[config.mk]
export PLATFORM = sky130hd
export DESIGN_NAME = mem_port_arbiter
export DESIGN_NICKNAME = d
export VERILOG_FILES = /design/src/rtl/cpu_mem_pkg.sv /design/src/rtl/resp_tag_pipe.sv /design/src/rtl/mem_port_arbiter.sv
export SDC_FILE = /design/constraint.sdc
export NUM_CORES = 1
export LEC_CHECK = 0
export ABC_AREA = 1
export CAP_MARGIN = 25
export CORE_AREA = 2 2 105 107
export CTS_CLUSTER_DIAMETER = 30
export DETAILED_ROUTE_END_ITERATION = 10
export DIE_AREA = 0 0 107 109
export DONT_BUFFER_PORTS = 1
export SLEW_MARGIN = 20
export SYNTH_ARGS = -nofsm -noshare
export SYNTH_HDL_FRONTEND = slang
export SYNTH_SLANG_ARGS = --single-unit
[constraint.sdc]
create_clock -name clk_i -period 3.47 [get_ports clk_i]
set_input_delay 0.5205 -clock clk_i [delete_from_list [all_inputs] [get_ports clk_i]]
set_output_delay 0.5205 -clock clk_i [all_outputs]
set_load 0.02 [all_outputs]
[src/rtl/cpu_mem_pkg.sv]
// Shared definitions for the CPU memory port arbiter.
// Holds the response tag type that marks which requester owns each RAM read
// in flight. It also holds the "no write" byte-enable constant and a small
// helper that removes fetch ownership when the pipeline flushes.
package cpu_mem_pkg;

   // Owner of a RAM command as it travels through the read-latency pipe
   typedef enum logic [1:0] {
      TAG_NONE = 2'd0,
      TAG_IF   = 2'd1,
      TAG_D    = 2'd2
   } tag_e;

   localparam logic [3:0] WE_NONE = 4'b0000;

   // A flush cancels fetch responses only; data responses always complete
   function automatic tag_e squashTag(input tag_e tag, input logic flush);
      return (flush && (tag == TAG_IF)) ? TAG_NONE : tag;
   endfunction

endpackage

[src/rtl/resp_tag_pipe.sv]
// Response tag delay line for the memory port arbiter.
// It tracks the owner of every RAM command until its read data comes back.
// Ports:
//   clk_i      rising-edge clock
//   rst_ni     asynchronous active-low reset; clears every stage to TAG_NONE
//   flush_i    squashes every fetch-owned entry, including the tail this cycle
//   tag_i      owner of the command issued this cycle
//   tailTag_o  owner of the read data arriving from the RAM this cycle
module resp_tag_pipe
   import cpu_mem_pkg::*;
#(
   parameter int DEPTH = 1
) (
   input  logic clk_i,
   input  logic rst_ni,
   input  logic flush_i,
   input  tag_e tag_i,
   output tag_e tailTag_o
);

   tag_e stage_q [DEPTH];

   // Shift tags one stage per cycle. While flush is high, fetch tags are
   // dropped on the way in and on the way through the pipe.
   always_ff @(posedge clk_i or negedge rst_ni) begin
      if (!rst_ni) begin
         for (int i = 0; i < DEPTH; i++) begin
            stage_q[i] <= TAG_NONE;
         end
      end else begin
         stage_q[0] <= squashTag(tag_i, flush_i);
         for (int i = 1; i < DEPTH; i++) begin
            stage_q[i] <= squashTag(stage_q[i-1], flush_i);
         end
      end
   end

   // The tail is also masked combinationally, so a flush suppresses the
   // fetch response that is landing in the same cycle.
   assign tailTag_o = squashTag(stage_q[DEPTH-1], flush_i);

endmodule

[src/rtl/mem_port_arbiter.sv]
// Single-ported RAM arbiter for instruction fetch, data read and data write.
// It issues at most one RAM command per cycle. Data requests win over fetch,
// except when fetch has been starved for STARVE_MAX cycles in a row. Read
// data goes back to its owner RD_LATENCY cycles after the command.
// Ports:
//   clk_i, rst_ni                  clock, asynchronous active-low reset
//   flush_i                        pipeline flush, cancels fetch responses
//   if_req_i/if_addr_i             fetch request and address
//   if_gnt_o                       fetch accepted this cycle
//   if_rvalid_o/if_rdata_o         fetch response
//   d_req_i/d_we_i/d_addr_i/d_wdata_i  data request (we == 0 means read)
//   d_gnt_o                        data accepted this cycle
//   d_rvalid_o/d_rdata_o           data read response
//   ram_en_o/ram_we_o/ram_addr_o/ram_wdata_o  RAM command
//   ram_rdata_i                    RAM read data, RD_LATENCY after the command
module mem_port_arbiter
   import cpu_mem_pkg::*;
#(
   parameter int RD_LATENCY = 1,
   parameter int STARVE_MAX = 3,
   parameter int AW         = 32
) (
   input  logic          clk_i,
   input  logic          rst_ni,
   input  logic          flush_i,
   input  logic          if_req_i,
   input  logic [AW-1:0] if_addr_i,
   output logic          if_gnt_o,
   output logic          if_rvalid_o,
   output logic [31:0]   if_rdata_o,
   input  logic          d_req_i,
   input  logic [3:0]    d_we_i,
   input  logic [AW-1:0] d_addr_i,
   input  logic [31:0]   d_wdata_i,
   output logic          d_gnt_o,
   output logic          d_rvalid_o,
   output logic [31:0]   d_rdata_o,
   output logic          ram_en_o,
   output logic [3:0]    ram_we_o,
   output logic [AW-1:0] ram_addr_o,
   output logic [31:0]   ram_wdata_o,
   input  logic [31:0]   ram_rdata_i
);

   localparam int            CW         = $clog2(STARVE_MAX + 1);
   localparam logic [CW-1:0] STARVE_LIM = CW'(STARVE_MAX);

   logic [CW-1:0] starveCnt_q, starveCnt_d;
   logic          ifGnt, dGnt;
   tag_e          issueTag, tailTag;

   // Grant selection. Reset also masks the grants, so the pipeline sees no
   // accepted request while rst_ni is low, even with requests held high.
   always_comb begin
      ifGnt = 1'b0;
      dGnt  = 1'b0;
      if (rst_ni) begin
         if (if_req_i && (!d_req_i || (starveCnt_q == STARVE_LIM))) begin
            ifGnt = 1'b1;
         end else if (d_req_i) begin
            dGnt = 1'b1;
         end
      end
   end

   // Count consecutive cycles in which fetch asks and loses. The count
   // saturates at STARVE_MAX. It clears once fetch is served or stops asking.
   always_comb begin
      starveCnt_d = starveCnt_q;
      if (!if_req_i || ifGnt) begin
         starveCnt_d = '0;
      end else if (starveCnt_q != STARVE_LIM) begin
         starveCnt_d = starveCnt_q + CW'(1);
      end
   end

   always_ff @(posedge clk_i or negedge rst_ni) begin
      if (!rst_ni) begin
         starveCnt_q <= '0;
      end else begin
         starveCnt_q <= starveCnt_d;
      end
   end

   // The RAM command comes from whichever requester won. All fields are
   // zero when no requester is granted.
   always_comb begin
      ram_we_o    = WE_NONE;
      ram_addr_o  = '0;
      ram_wdata_o = '0;
      if (dGnt) begin
         ram_we_o    = d_we_i;
         ram_addr_o  = d_addr_i;
         ram_wdata_o = d_wdata_i;
      end else if (ifGnt) begin
         ram_addr_o  = if_addr_i;
      end
   end

   // Tag the command so its read data can be routed back. Writes and
   // fetches issued during a flush get no response.
   always_comb begin
      issueTag = TAG_NONE;
      if (ifGnt && !flush_i) begin
         issueTag = TAG_IF;
      end else if (dGnt && (d_we_i == WE_NONE)) begin
         issueTag = TAG_D;
      end
   end

   resp_tag_pipe #(
      .DEPTH(RD_LATENCY)
   ) uTagPipe (
      .clk_i    (clk_i),
      .rst_ni   (rst_ni),
      .flush_i  (flush_i),
      .tag_i    (issueTag),
      .tailTag_o(tailTag)
   );

   assign if_gnt_o    = ifGnt;
   assign d_gnt_o     = dGnt;
   assign ram_en_o    = ifGnt | dGnt;

   // Only the owner of the returning word sees it. The other requester's
   // rdata output is held at zero.
   assign if_rvalid_o = (tailTag == TAG_IF);
   assign d_rvalid_o  = (tailTag == TAG_D);
   assign if_rdata_o  = if_rvalid_o ? ram_rdata_i : 32'd0;
   assign d_rdata_o   = d_rvalid_o  ? ram_rdata_i : 32'd0;

endmodule

==> results_dict.tcl, run 1 <==
set metrics [dict create \
    worstReg2RegStart "starveCnt_q[0]" \
    syn_area_per_cell_sq_um 4.59 \
    final_nets 449 \
    cts_setup_buffers 0 \
    grt_pass1_wl_mm 6.98 \
    num_vias 1958 \
    die_h_microns 109 \
    period_share_pct 79.2 \
    antenna_found_initial 1 \
    cts-resized-gates 0 \
    grt_usage_pct 7.71 \
    dp.cells 443 \
    critPathCaptureType "output pin" \
    ys_seq_area_share_pct 6.67 \
    place_ws_ns 0.934 \
    dp_hpwl_mm 4.66 \
    grt_max_degree 40 \
    p_leak_nw 1.09 \
    worstPathRequired_ns 2.95 \
    clk_latency_ns 0.21 \
    synth_nets 465 \
    fmax_mhz 364 \
    clkTransAtPathRegs_ns 0.03 \
    setup.worst_path.class "reg -> out" \
    whs_ns 0.368 \
    design.die.area_sq_um 11700 \
    final_common_cell "nor2_1" \
    synth_area_leaders "nor2_1, inv_1, nand4_1" \
    power_density_nw_per_um2 193 \
    setup_tns_ns 0 \
    chipWidth_microns 107 \
    drt-total-wl_mm 5.77 \
    netlist_instances 327 \
    ir_drop_v 0.0000583 \
    fin_crit_ns 2.75 \
    drc 0 \
    rows 38 \
    status "finished, final reports clean" \
    wl_per_cell_microns 12.8 \
    relSlewSlack_pct 52.1 \
    crit_path_end "ram_wdata_o[3]" \
    fin_util_pct 15.5 \
    reg2reg_to "uTagPipe.stage_q[1]" \
    io_buffer_count 0 \
    tightest_slew_ns 0.716 \
    yosysTopAreaCellShare_pct 26.5 \
    detail_route.first_pass.iterations 4 \
    cts_buffers 3 \
    hold_depth 1 \
    crit_path_start "starveCnt_q[0]" \
    rr_worst_depth 6 \
    drv_cap 0 \
    clock-sinks 4 \
    synthDistinctLibCells 18 \
    dr.first_iter.drc_count 88 \
    cts_tree "yes" \
    rrSetupSlack_ns 1.62 \
    slew_violations 0 \
    ys_warn_count 0 \
    hold_viol 0 \
    cts_hold_buf 1 \
    area_growth_pct 9.75 \
    syn_area_sq_um 1500 \
    cp.arrival_ns 2.23 \
    vias_per_cell 4.35 \
    cts_root_buf "clkbuf_8" \
    rsz0062_at_grt "no" \
    final_cells 450 \
    cp-start-kind "flop" \
    initial_utilization_pct 14.2 \
    htree_levels 1 \
    gp_congestion 0.776 \
    path_max_fanout 39 \
    synth_top_cell_by_area "nor2_1" \
    drive_above_1_share_pct 4.21 \
    clock_skew_ns 0.000623 \
    io_pins 274 \
    grt_pass1_vias 1389 \
    setup_ws_ns 0.723 \
    clock_path_buffers 2 \
    ant_nets 0 \
    grt_overflow 0 \
    hold_path.class "in -> reg" \
    ys_seq_elements 4 \
    core_area_sq_um 10600 \
    final_cell_mix "nor2_1, inv_1, nand2_1" \
    setup_viol 0 \
]
synth_stat cells:
| master | n |
|---|---|
| nor2_1 | 106 |
| inv_1 | 78 |
| nand2_1 | 37 |
| nand3_1 | 33 |
| nand4_1 | 33 |
| buf_2 | 12 |
| clkbuf_1 | 11 |
| dfrtp_1 | 4 |
| buf_6 | 2 |
| inv_2 | 2 |
| nand2_2 | 2 |
| a21oi_1 | 1 |
| buf_1 | 1 |
| buf_4 | 1 |
| ha_1 | 1 |
| nand2_4 | 1 |
| o21bai_1 | 1 |
| xor2_1 | 1 |
per-stage QoR:
step | power (mW) | area [sq um]
floorplan | 0.212 | 1500
global placement | 0.218 | 1560
detailed placement | 0.219 | 1560
CTS | 0.321 | 1620
global route | 0.339 | 1650
finish | 0.317 | 1650
worst min-delay path by stage:
stage,from,to,slack (ns)
after global routing,flush_i,uTagPipe.stage_q[0],0.37
after CTS,flush_i,uTagPipe.stage_q[0],0.36
after floorplan,rst_ni,starveCnt_q[0],0.22
after detailed placement,rst_ni,starveCnt_q[0],0.23
final,flush_i,uTagPipe.stage_q[0],0.37
after global placement,rst_ni,uTagPipe.stage_q[0],0.23
flip-flops by register name, indices dropped and copies added (netlist names):
register / flops
starveCnt_q: 2
uTagPipe.stage_q: 2
cell type report:
type	instances	area [sq um]
Fill cell	1259	8950
Multi-Input combinational cell	216	966
Inverter	80	300
Tap cell	140	175
Sequential cell	4	100
Timing Repair Buffer	6	62.6
Clock buffer	3	41.3
Antenna cell	1	2.50
critical path, stage by stage, from the launching register on:
cell and delay, ns:
dfrtp_1 0.38, ha_1 0.26, inv_2 0.09, nand2_4 0.20, nand2_2 0.15, nand2_2 0.40
nor2_1 0.52
cell families (layout without fill, tap and decap cells):
family	after synthesis	after routing	synth area share [%]
compound gates	2	2	0.833
xor+xnor	1	1	0.583
fa+ha+maj	1	1	0.833
buf+inv	107	89	29.0
flops	4	4	6.67
other cells	0	1	0
simple gates	212	212	62.1
per-layer routing:
| metal | up-vias | GRT usage (%) | routed length [microns] | share of wire (%) |
|---|---|---|---|---|
| met5 | - | 0 | 0 | 0 |
| met2 | 143 | 14.3 | 3000 | 52 |
| met4 | 0 | 3.43 | 99 | 1.7 |
| met3 | 4 | 0.777 | 449 | 7.8 |
| met1 | 869 | 8.92 | 2220 | 38 |
| li1 | 942 | - | - | - |
power by group:
group / switching (mW) / internal [mW]
Combinational: 0.135 / 0.0340
Clock: 0.0228 / 0.0738
Sequential: 0.00147 / 0.0497
Note: power is estimated with default switching activity, not from simulation.
==> inputs of run 2 (changes only) <==
- clock period: 3.47 -> 2.5 ns (I/O delays scaled with it)
==> run 2 against run 1 <==
  * Global-route usage is 1.0 points higher
  * Die area unchanged
  * Setup slack worse by 0.38 ns
  * Cell count grew 9.1%
  * Sequential cell count unchanged
  * Core utilization is 2.8 points higher
  * Register-to-register slack got worse by 0.56 ns
  * Sequential share of layout area decreased by 0.92 points
  * Clock power up 37%
==> results_dict.tcl, run 2 (same netlist as run 1, synthesis figures left out) <==
set metrics [dict create \
    gp_congestion 0.795 \
    worstPathRequired_ns 2.12 \
    detail_route.first_pass.iterations 4 \
    rows 38 \
    drv_cap 0 \
    drive_above_1_share_pct 15.4 \
    status "finished, final reports clean" \
    num_vias 2123 \
    final_common_cell "nor2_1" \
    crit_path_cell_trace "ha_1 -> inv_2 -> nand2_4 -> nand2_2 -> buf_4 -> nand3_1 -> nand2_1" \
    ant_nets 0 \
    whs_endpoint "uTagPipe.stage_q[0]" \
    place_ws_ns 0.561 \
    die_h_microns 109 \
    setup_ws_ns 0.345 \
    hold_depth 1 \
    grt_usage_pct 8.75 \
    fmax_mhz 464 \
    relSlewSlack_pct 71.8 \
    dr.first_iter.drc_count 141 \
    fin_area_sq_um 1940 \
    tightest_slew_ns 0.422 \
    final_cell_mix "nor2_1, inv_1, buf_4" \
    wl_per_cell_microns 12.5 \
    hold_start "flush_i" \
    slew_violations 0 \
    dpl-instance-area_sq_um 1890 \
    io_pins 274 \
    dp_hpwl_mm 5.01 \
    setup_viol 0 \
    antenna_found_initial 1 \
    hold_path.class "in -> reg" \
    whs_ns 0.224 \
    drt-total-wl_mm 6.15 \
    rr_worst_depth 6 \
    max_stage_delay_ns 0.38 \
    io_buffer_count 0 \
    rsz0062_at_grt "no" \
    grt_max_degree 37 \
    drc 0 \
    clock_path_buffers 2 \
    path_max_fanout 24 \
    chipWidth_microns 107 \
    cts_buffers 3 \
    setup.worst_path.class "reg -> out" \
    cts_root_buf "clkbuf_8" \
    initial_utilization_pct 14.2 \
    clock-sinks 4 \
    worstReg2RegStart "starveCnt_q[0]" \
    grt_overflow 0 \
    vias_per_cell 4.32 \
    rrSetupSlack_ns 1.06 \
    final_nets 490 \
    cts_hold_buf 1 \
    top_regs "starveCnt_q: 2 flops, uTagPipe.stage_q: 2 flops" \
    hold_viol 0 \
    crit_path_start "starveCnt_q[0]" \
    clock_skew_ns 0.00242 \
    reg2reg_to "uTagPipe.stage_q[0]" \
    clkTransAtPathRegs_ns 0.03 \
    power_density_nw_per_um2 244 \
    grt_pass1_wl_mm 8.01 \
    area_growth_pct 29.2 \
    fin_util_pct 18.3 \
    htree_levels 1 \
    cp.arrival_ns 1.78 \
    clk_latency_ns 0.21 \
    cp_slowest_cell "dfrtp_1" \
    period_share_pct 86.2 \
    ir_drop_v 0.0000679 \
    critPathCaptureType "output pin" \
    core_area_sq_um 10600 \
    p_leak_nw 1.30 \
    grt_pass1_vias 1616 \
    design.die.area_sq_um 11700 \
    fin_crit_ns 2.16 \
    cts-resized-gates 0 \
    setup_tns_ns 0 \
    cts_setup_buffers 0 \
    cp-start-kind "flop" \
    cts_tree "yes" \
]
[run 2: cell count changes in the layout (fill, tap and decap cells not counted), sizes merged]
cell and delta:
buf +41
[run 2: power by group]
group / internal [mW] / switching, mW
combinational: 0.0772 / 0.193
clock: 0.102 / 0.0300
sequential: 0.0689 / 0.00223
total: 0.248 / 0.225
[run 2: area by class of cell]
class,instances,area [sq um]
fill,1237,8660
multi-input combinational,216,966
timing repair buffer,47,355
inverter,80,300
tap,140,175
sequential,4,100
clock buffer,3,41.3
antenna,1,2.50
[run 2: worst max path at each step]
stage / endpoint / cells past startpoint / slack (ns)
4_1_cts: ram_addr_o[11] / 7 / 0.33
3_3_place_gp: ram_addr_o[11] / 7 / 0.60
3_5_place_dp: ram_addr_o[11] / 7 / 0.56
2_1_floorplan: ram_wdata_o[23] / 8 / 0.67
5_1_grt: ram_addr_o[14] / 7 / 0.16
6_report: ram_addr_o[11] / 7 / 0.34
[run 2: critical path, delay by kind of cell, from the launching register on]
kind,cells,cell delay (ns)
adder cells (fa/ha/maj),1,0.26
buffers and inverters,2,0.40
flip-flops,1,0.38
AND/OR/NAND/NOR,4,0.53
[run 2: routing by layer]
metal	vias to the layer above	global-route usage [%]	wire length [microns]	part of all wire, %
met1	925	10.5	2250	37
met3	8	1.08	580	9.4
met4	0	3.53	141	2.3
li1	1029	-	-	-
met2	161	15.9	3170	52
met5	-	0	0	0
[run 2: through the flow]
step | power [mW] | cells
finish | 0.474 | 491
CTS | 0.479 | 490
global route | 0.516 | 491
global placement | 0.339 | 486
detailed placement | 0.340 | 486
floorplan | 0.294 | 327
==> inputs of run 3 (changes only) <==
- SKIP_LAST_GASP: not set -> 1
==> results of run 3 <==
Final layout, timing and power as in run 2 (identical DEF).
